`src/rtl/ps2_frame_transmitter.sv`:
```
// PS/2-style frame transmitter: start, 8 data bits LSB first, odd parity, stop,
// followed by a mandatory idle-high gap before the next request is accepted.
module ps2_frame_transmitter #(
    parameter int unsigned CLKS_PER_BIT = 10,
    parameter int unsigned IDLE_BITS    = 2
) (
    input  logic       clk,
    input  logic       reset,
    input  logic [7:0] scan_code,
    input  logic       send,
    input  logic       err_inject,
    output logic       ready,
    output logic       busy,
    output logic       data,
    output logic       serial_clk,
    output logic       frame_done
);

    localparam int unsigned CNT_W    = $clog2(CLKS_PER_BIT);
    localparam int unsigned HALF     = CLKS_PER_BIT / 2;
    localparam int unsigned GAP_LEN  = IDLE_BITS * CLKS_PER_BIT;
    localparam int unsigned GAP_W    = (GAP_LEN > 1) ? $clog2(GAP_LEN) : 1;
    localparam int unsigned GAP_LAST = (GAP_LEN > 0) ? GAP_LEN - 1 : 0;

    typedef enum logic [2:0] {
        S_IDLE,
        S_START,
        S_DATA,
        S_PARITY,
        S_STOP,
        S_GAP
    } state_t;

    state_t           state;
    logic [CNT_W-1:0] cnt;
    logic [CNT_W-1:0] cnt_inc;
    logic [3:0]       bit_idx;
    logic [7:0]       shreg;
    logic             parity_bit;
    logic [GAP_W-1:0] gap_cnt;
    logic             bit_end;

    assign cnt_inc = cnt + CNT_W'(1);
    assign bit_end = (cnt == CNT_W'(CLKS_PER_BIT - 1));

    // Outputs are loaded with the value for the cycle that follows each edge.
    always_ff @(posedge clk) begin
        if (reset) begin
            state      <= S_IDLE;
            cnt        <= '0;
            bit_idx    <= '0;
            shreg      <= '0;
            parity_bit <= 1'b0;
            gap_cnt    <= '0;
            ready      <= 1'b0;
            busy       <= 1'b0;
            data       <= 1'b1;
            serial_clk <= 1'b1;
            frame_done <= 1'b0;
        end else begin
            frame_done <= 1'b0;
            case (state)
                S_IDLE: begin
                    ready <= 1'b1;
                    if (send && ready) begin
                        state      <= S_START;
                        ready      <= 1'b0;
                        busy       <= 1'b1;
                        cnt        <= '0;
                        bit_idx    <= '0;
                        shreg      <= scan_code;
                        parity_bit <= (~^scan_code) ^ err_inject;
                        data       <= 1'b0;
                        serial_clk <= 1'b1;
                    end
                end
                S_START, S_DATA, S_PARITY, S_STOP: begin
                    if (!bit_end) begin
                        cnt        <= cnt_inc;
                        serial_clk <= (cnt_inc < CNT_W'(HALF));
                        frame_done <= (state == S_STOP) &&
                                      (cnt_inc == CNT_W'(CLKS_PER_BIT - 1));
                    end else begin
                        cnt        <= '0;
                        serial_clk <= 1'b1;
                        case (state)
                            S_START: begin
                                state   <= S_DATA;
                                bit_idx <= bit_idx + 4'd1;
                                data    <= shreg[0];
                                shreg   <= {1'b0, shreg[7:1]};
                            end
                            S_DATA: begin
                                bit_idx <= bit_idx + 4'd1;
                                if (bit_idx == 4'd8) begin
                                    state <= S_PARITY;
                                    data  <= parity_bit;
                                end else begin
                                    data  <= shreg[0];
                                    shreg <= {1'b0, shreg[7:1]};
                                end
                            end
                            S_PARITY: begin
                                state   <= S_STOP;
                                bit_idx <= bit_idx + 4'd1;
                                data    <= 1'b1;
                            end
                            default: begin
                                bit_idx <= '0;
                                data    <= 1'b1;
                                gap_cnt <= '0;
                                if (GAP_LEN == 0) begin
                                    state <= S_IDLE;
                                    ready <= 1'b1;
                                    busy  <= 1'b0;
                                end else begin
                                    state <= S_GAP;
                                end
                            end
                        endcase
                    end
                end
                S_GAP: begin
                    if (gap_cnt == GAP_W'(GAP_LAST)) begin
                        state   <= S_IDLE;
                        gap_cnt <= '0;
                        ready   <= 1'b1;
                        busy    <= 1'b0;
                    end else begin
                        gap_cnt <= gap_cnt + GAP_W'(1);
                    end
                end
                default: state <= S_IDLE;
            endcase
        end
    end

endmodule

```
`config.mk`:
```
export PLATFORM = sky130hd
export DESIGN_NAME = ps2_frame_transmitter
export DESIGN_NICKNAME = d
export VERILOG_FILES = /design/src/rtl/ps2_frame_transmitter.sv
export SDC_FILE = /design/constraint.sdc
export NUM_CORES = 1
export LEC_CHECK = 0
export CAP_MARGIN = 10
export CORE_MARGIN = 2
export CORE_UTILIZATION = 30
export CTS_CLUSTER_DIAMETER = 150
export CTS_CLUSTER_SIZE = 24
export DETAILED_ROUTE_END_ITERATION = 6
export PLACE_DENSITY_LB_ADDON = 0.2
export SLEW_MARGIN = 20
export SYNTH_ARGS = -nofsm -noshare
export SYNTH_HDL_FRONTEND = slang
export SYNTH_SLANG_ARGS = --single-unit
```
`constraint.sdc`:
```
create_clock -name clk -period 2 [get_ports clk]
set_clock_uncertainty 0.15 [all_clocks]
set_input_delay 0.4 -clock clk [delete_from_list [all_inputs] [get_ports clk]]
set_output_delay 0.4 -clock clk [all_outputs]
set_load 0.02 [all_outputs]
```
Word level (Yosys, flattened, before mapping) --
Cells that the tools add are included.
Word-level totals: register bits after elaboration 30, input bits 12, output and inout bits 5, word-level logic and storage cells 85
Operators by class: add/subtract/negate cells 3, $lt $le $gt $ge 1, eq/ne operators 16, mux-type cells 34, bitwise operators 2, reductions and logical operators 18
Operators by type and width (count):
- $pmux 8 s2 | 2
- $mux 8 | 3
- $pmux 3 s3 | 2
- $mux 4 | 4
- $pmux 4 s2 | 2
- $mux 5 | 3
- $eq 4x4->1 const B | 3
- $mux 3 | 4
- $pmux 1 s2 | 5
- $pmux 5 s2 | 1
- $ne 3x3->1 const B | 3
- $reduce_and 3->1 | 3
- $add 4x1->4 const B | 2
- $mux 1 | 8
- $ne 2x2->1 const B | 4
- $reduce_xnor 8->1 | 1
- $eq 3x2->1 const B | 2
- $eq 3x3->1 const B | 2
- $reduce_and 2->1 | 3
- $reduce_bool 2->1 | 3
- $reduce_or 3->1 | 2
- $add 5x1->5 const B | 1
- $eq 5x5->1 const B | 1
- $reduce_and 5->1 | 1
- other kinds (8) | 9

Depth between registers and ports, before layout --
depth after elaboration 5, depth in mapped cells 9, mapped depth without buffers 6

Least setup slack after synthesis --
Ideal clock, no wire load.
path kind register -> register, start register cnt[1], end register state[0], library setup time 70 ps, arrival 1642 ps, data required time 1780 ps, path slack 138 ps, cell stages (with the launch flop) 10, path buffers 3, clock period less this slack 1862 ps, cells stage by stage dfxtp_1 > inv_1 > ha_1 > and3b_1 > buf_2 > o31ai_2 > buf_6 > buf_12 > o21ai_2 > a21oi_2
On the way: longest elaborated chain between the ends 3
RTL lines:
- from (decl) | line 35 | logic [CNT_W-1:0] cnt;
- from (signal assigned) | line 79 | cnt <= cnt_inc;
- $eq 4x4->1 | line 44 | assign bit_end = (cnt == CNT_W'(CLKS_PER_BIT - 1));
- $ne 2x2->1 (no line)
- $reduce_and 4->1 (no line)
- to (signal assigned) | line 49 | state <= S_IDLE;
- to (signal assigned) | line 66 | state <= S_START;
- to (signal assigned) | line 88 | state <= S_DATA;
- to (decl) | line 34 | state_t state;
Every way passes these cells. A chain may end at the register's enable or synchronous reset.

Worst setup path after layout --
start input send, end register state[1]
On the way: longest elaborated chain between the ends 3
RTL lines:
- from (decl) | line 10 | input logic send,
- $logic_and 1x1->1 | line 65 | if (send && ready) begin
- $ne 2x2->1 (no line)
- $reduce_and 4->1 (no line)
- to (signal assigned) | line 66
- to (signal assigned) | line 88
- to (signal assigned) | line 96 | state <= S_PARITY;
Every way passes these cells.

==> results.cfg <==
[status]
status = finished clean

[global_route]
grt.met2_usage = 0.204
grt_max_degree = 21
grt_pass1_wl_um = 7310
grt_pass1_vias = 1507
gr-total-overflow = 0
antenna_found_initial = 0
grt_use_total = 0.129
grt.met1_usage = 0.170
grt_most_used_layer = met2
use_met3 = 0.0338

[synthesis]
synth_area_per_cell_um2 = 9.34
yosysMostFrequentCell = dfxtp_1
synthAdderAreaFrac = 0.0402
synth_compound_area_frac = 0.318
synth_edf_count = 0
synth-async-reset-ratio = 0
yosysSeqAreaShare = 0.322
yosys.area.top_type_share = 0.322
synth_xor_area_frac = 0.0636
syn_area_um2 = 1870
synth.area.mux_share = 0.0114
yosys_warnings = 0
synth_top_family_by_area = compound AO/OA/AOI/OAI gates
syn_inst = 200
synth_nets = 218
ys.flop_type = dfxtp_1
yosys-top-cells-count = 30 x dfxtp_1, 15 x o21ai_0, 11 x nor2_1
yosysTopAreaCell = dfxtp_1
synth_cell_types = 50
synth_simple_gate_area_frac = 0.170
ys_seq_elements = 30
synth_area_leaders = dfxtp_1 32%, o31ai_2 6.7%, a2111o_1 5.4%

[critical_path]
worst-setup-path-type = in2reg
start_kind = primary input
critical_path.endpoint_type = flop
critPathRequiredTime_ps = 2060
cp_cell_sequence = clkdlybuf4s50_1 > a2111o_1 > o31ai_4 > or4_1 > a31oi_1
max_stage_delay_ps = 520
arrival_ps = 1970
cp_slowest_cell = or4_1
path_max_fanout = 7

[route]
drc = 0
ant_nets = 0
num_vias = 1610
viasPerCell = 5.16
wl_um = 4340
drt_iter0_markers = 52
drt-wirelength-per-cell_um = 13.9
firstDrtPassIters = 4

[power]
peakVddDrop_v = 0.000532
power_density_nw_per_um2 = 1160
p_leak_nw = 0.823

[layout]
fin_nets = 254
final-instance-count-excl-fill = 312
diodes = 0
drive_above_1_share = 0.283
area_growth_pct = 26.2
fill_cells = 619

[placement]
routabilityCongestion = 0.782
port_buffers = 16
placed_cells = 301
dpl.hpwl_um = 3110

[floorplanning]
io-pin-count = 17
die_w_um = 82.9
initial_core_util = 0.314
core_area_um2 = 5960
fp.dieH_um = 82.9
rows = 28
dieArea_um2 = 6870

[timing]
drv_slew = 0
grt_setup_unrepaired = yes
fmax_ghz = 0.524
holdWs_ps = 319
hold_viol_final = 0
min_period_ps = 1910
setup_violations = 0
slew_headroom = 0.711
worstMarginPinSlew_ps = 432
period_share = 0.954

[job]
cap_viol_max_count = 0

[clock_network]
cts.reportedPaths.clkPinSlew_ps = 70
cts_hold_buf = 0
numCtsBuffers = 5
clk_latency_ps = 280
clock_path_buffers = 2
cts_tree = done
root_buffer = clkbuf_8
cts.sinks = 30
cts.htree.levels = 2

[worst_hold_path]
hold_path_class = reg2reg
## final cells by class
class	count	area [µm²]	share of cell area
Timing Repair Buffer	45	403	0.171
Tap cell	75	93.8	0.0398
Multi-Input combinational cell	147	1140	0.484
Clock inverter	1	5.00	0.00212
Inverter	7	26.3	0.0111
Sequential cell	30	602	0.255
Clock buffer	7	86.3	0.0366
## cells by family after synthesis
| logic type | after synthesis |
|---|---|
| AOI/OAI and AO/OA | 73 |
| and+or+nand+nor | 54 |
| DFF | 30 |
| buffers and inverters | 23 |
| xor gates and xnor gates | 12 |
| adders and majority gates | 6 |
| muxes | 2 |
## layout by cell type, fill, tap and decap left out, types with 2 or more instances in the layout
cell             instances
buf_4                   27
o31ai_2                  9
ha_1                     6
a211oi_1                 3
or4_1                    5
inv_1                    7
o21ai_0                 15
nor4_1                   2
clkbuf_8                 6
a2111o_1                 9
o211ai_1                 2
xnor2_1                  9
xor2_1                   2
nor3_1                   5
clkdlybuf4s50_1         16
o21ai_2                  2
dfxtp_1                 29
a21oi_2                 11
a21oi_1                  7
nor2_1                  11
nand2_1                  5
buf_12                   2
nand3b_1                 2
o21a_1                   3
o31ai_1                  3
or3_1                    4
and3_1                   2
nand3_1                  8
## where the power goes
part           switching, mW  leakage [nW]  internal [mW]
sequential             0.102         0.245          0.724
clock                  0.236        0.0482          0.277
combinational          0.730         0.530          0.674
## worst max-delay path, delay by kind of cell
| family | cells | cell delay [ps] |
|---|---|---|
| AO/OA/AOI/OAI | 3 | 580 |
| AND/OR/NAND/NOR | 1 | 520 |
| buffers and inverters | 1 | 470 |
## registers in the layout, summed over array words and instances, names as in the netlist
register / count
data: 1
busy: 1
frame_done: 1
serial_clk: 1
ready: 1
state: 3
parity_bit: 1
gap_cnt: 5
cnt: 4
shreg: 8
bit_idx: 4
## path summary, 6_finish.rpt
kind,cells past startpoint,endpoint,slack (ps),from
worst min register to register,2,shreg[2]$_SDFFE_PP0P_,320,shreg[2]$_SDFFE_PP0P_
worst max register to register,7,bit_idx[3]$_SDFFE_PP0P_,90,cnt[1]$_SDFFE_PP0P_
worst min-delay path,2,shreg[2]$_SDFFE_PP0P_,320,shreg[2]$_SDFFE_PP0P_
worst max-delay path,5,state[1]$_SDFFE_PP0P_,90,send
## what timing repair did
item / in CTS / in global routing
resized for setup: 0 / 3
buffers inserted: 0 / 3
endpoints found under the setup margin: 0 / 7
## layer usage
metal | vias to the layer above | wire (µm)
met2 | 22 | 1940
met5 | - | 0
met1 | 757 | 2230
met3 | 5 | 130
met4 | 0 | 49
li1 | 826 | -
## per-stage QoR
stage | utilization | power (mW) | worst slack (ps) | setup TNS, ps | cell area [µm²]
2_1_floorplan | - | 1.80 | 138 | 0 | 1870
3_3_place_gp | 0.376 | 2.19 | -184 | -2310 | 2240
3_5_place_dp | 0.376 | 2.20 | -202 | -2420 | 2240
4_1_cts | 0.391 | 2.73 | 24.5 | 0 | 2330
5_1_grt | 0.396 | 2.93 | -19.9 | -36.4 | 2360
6_report | 0.396 | 2.74 | 92.0 | 0 | 2360
Power figures use the tool's default switching activity.
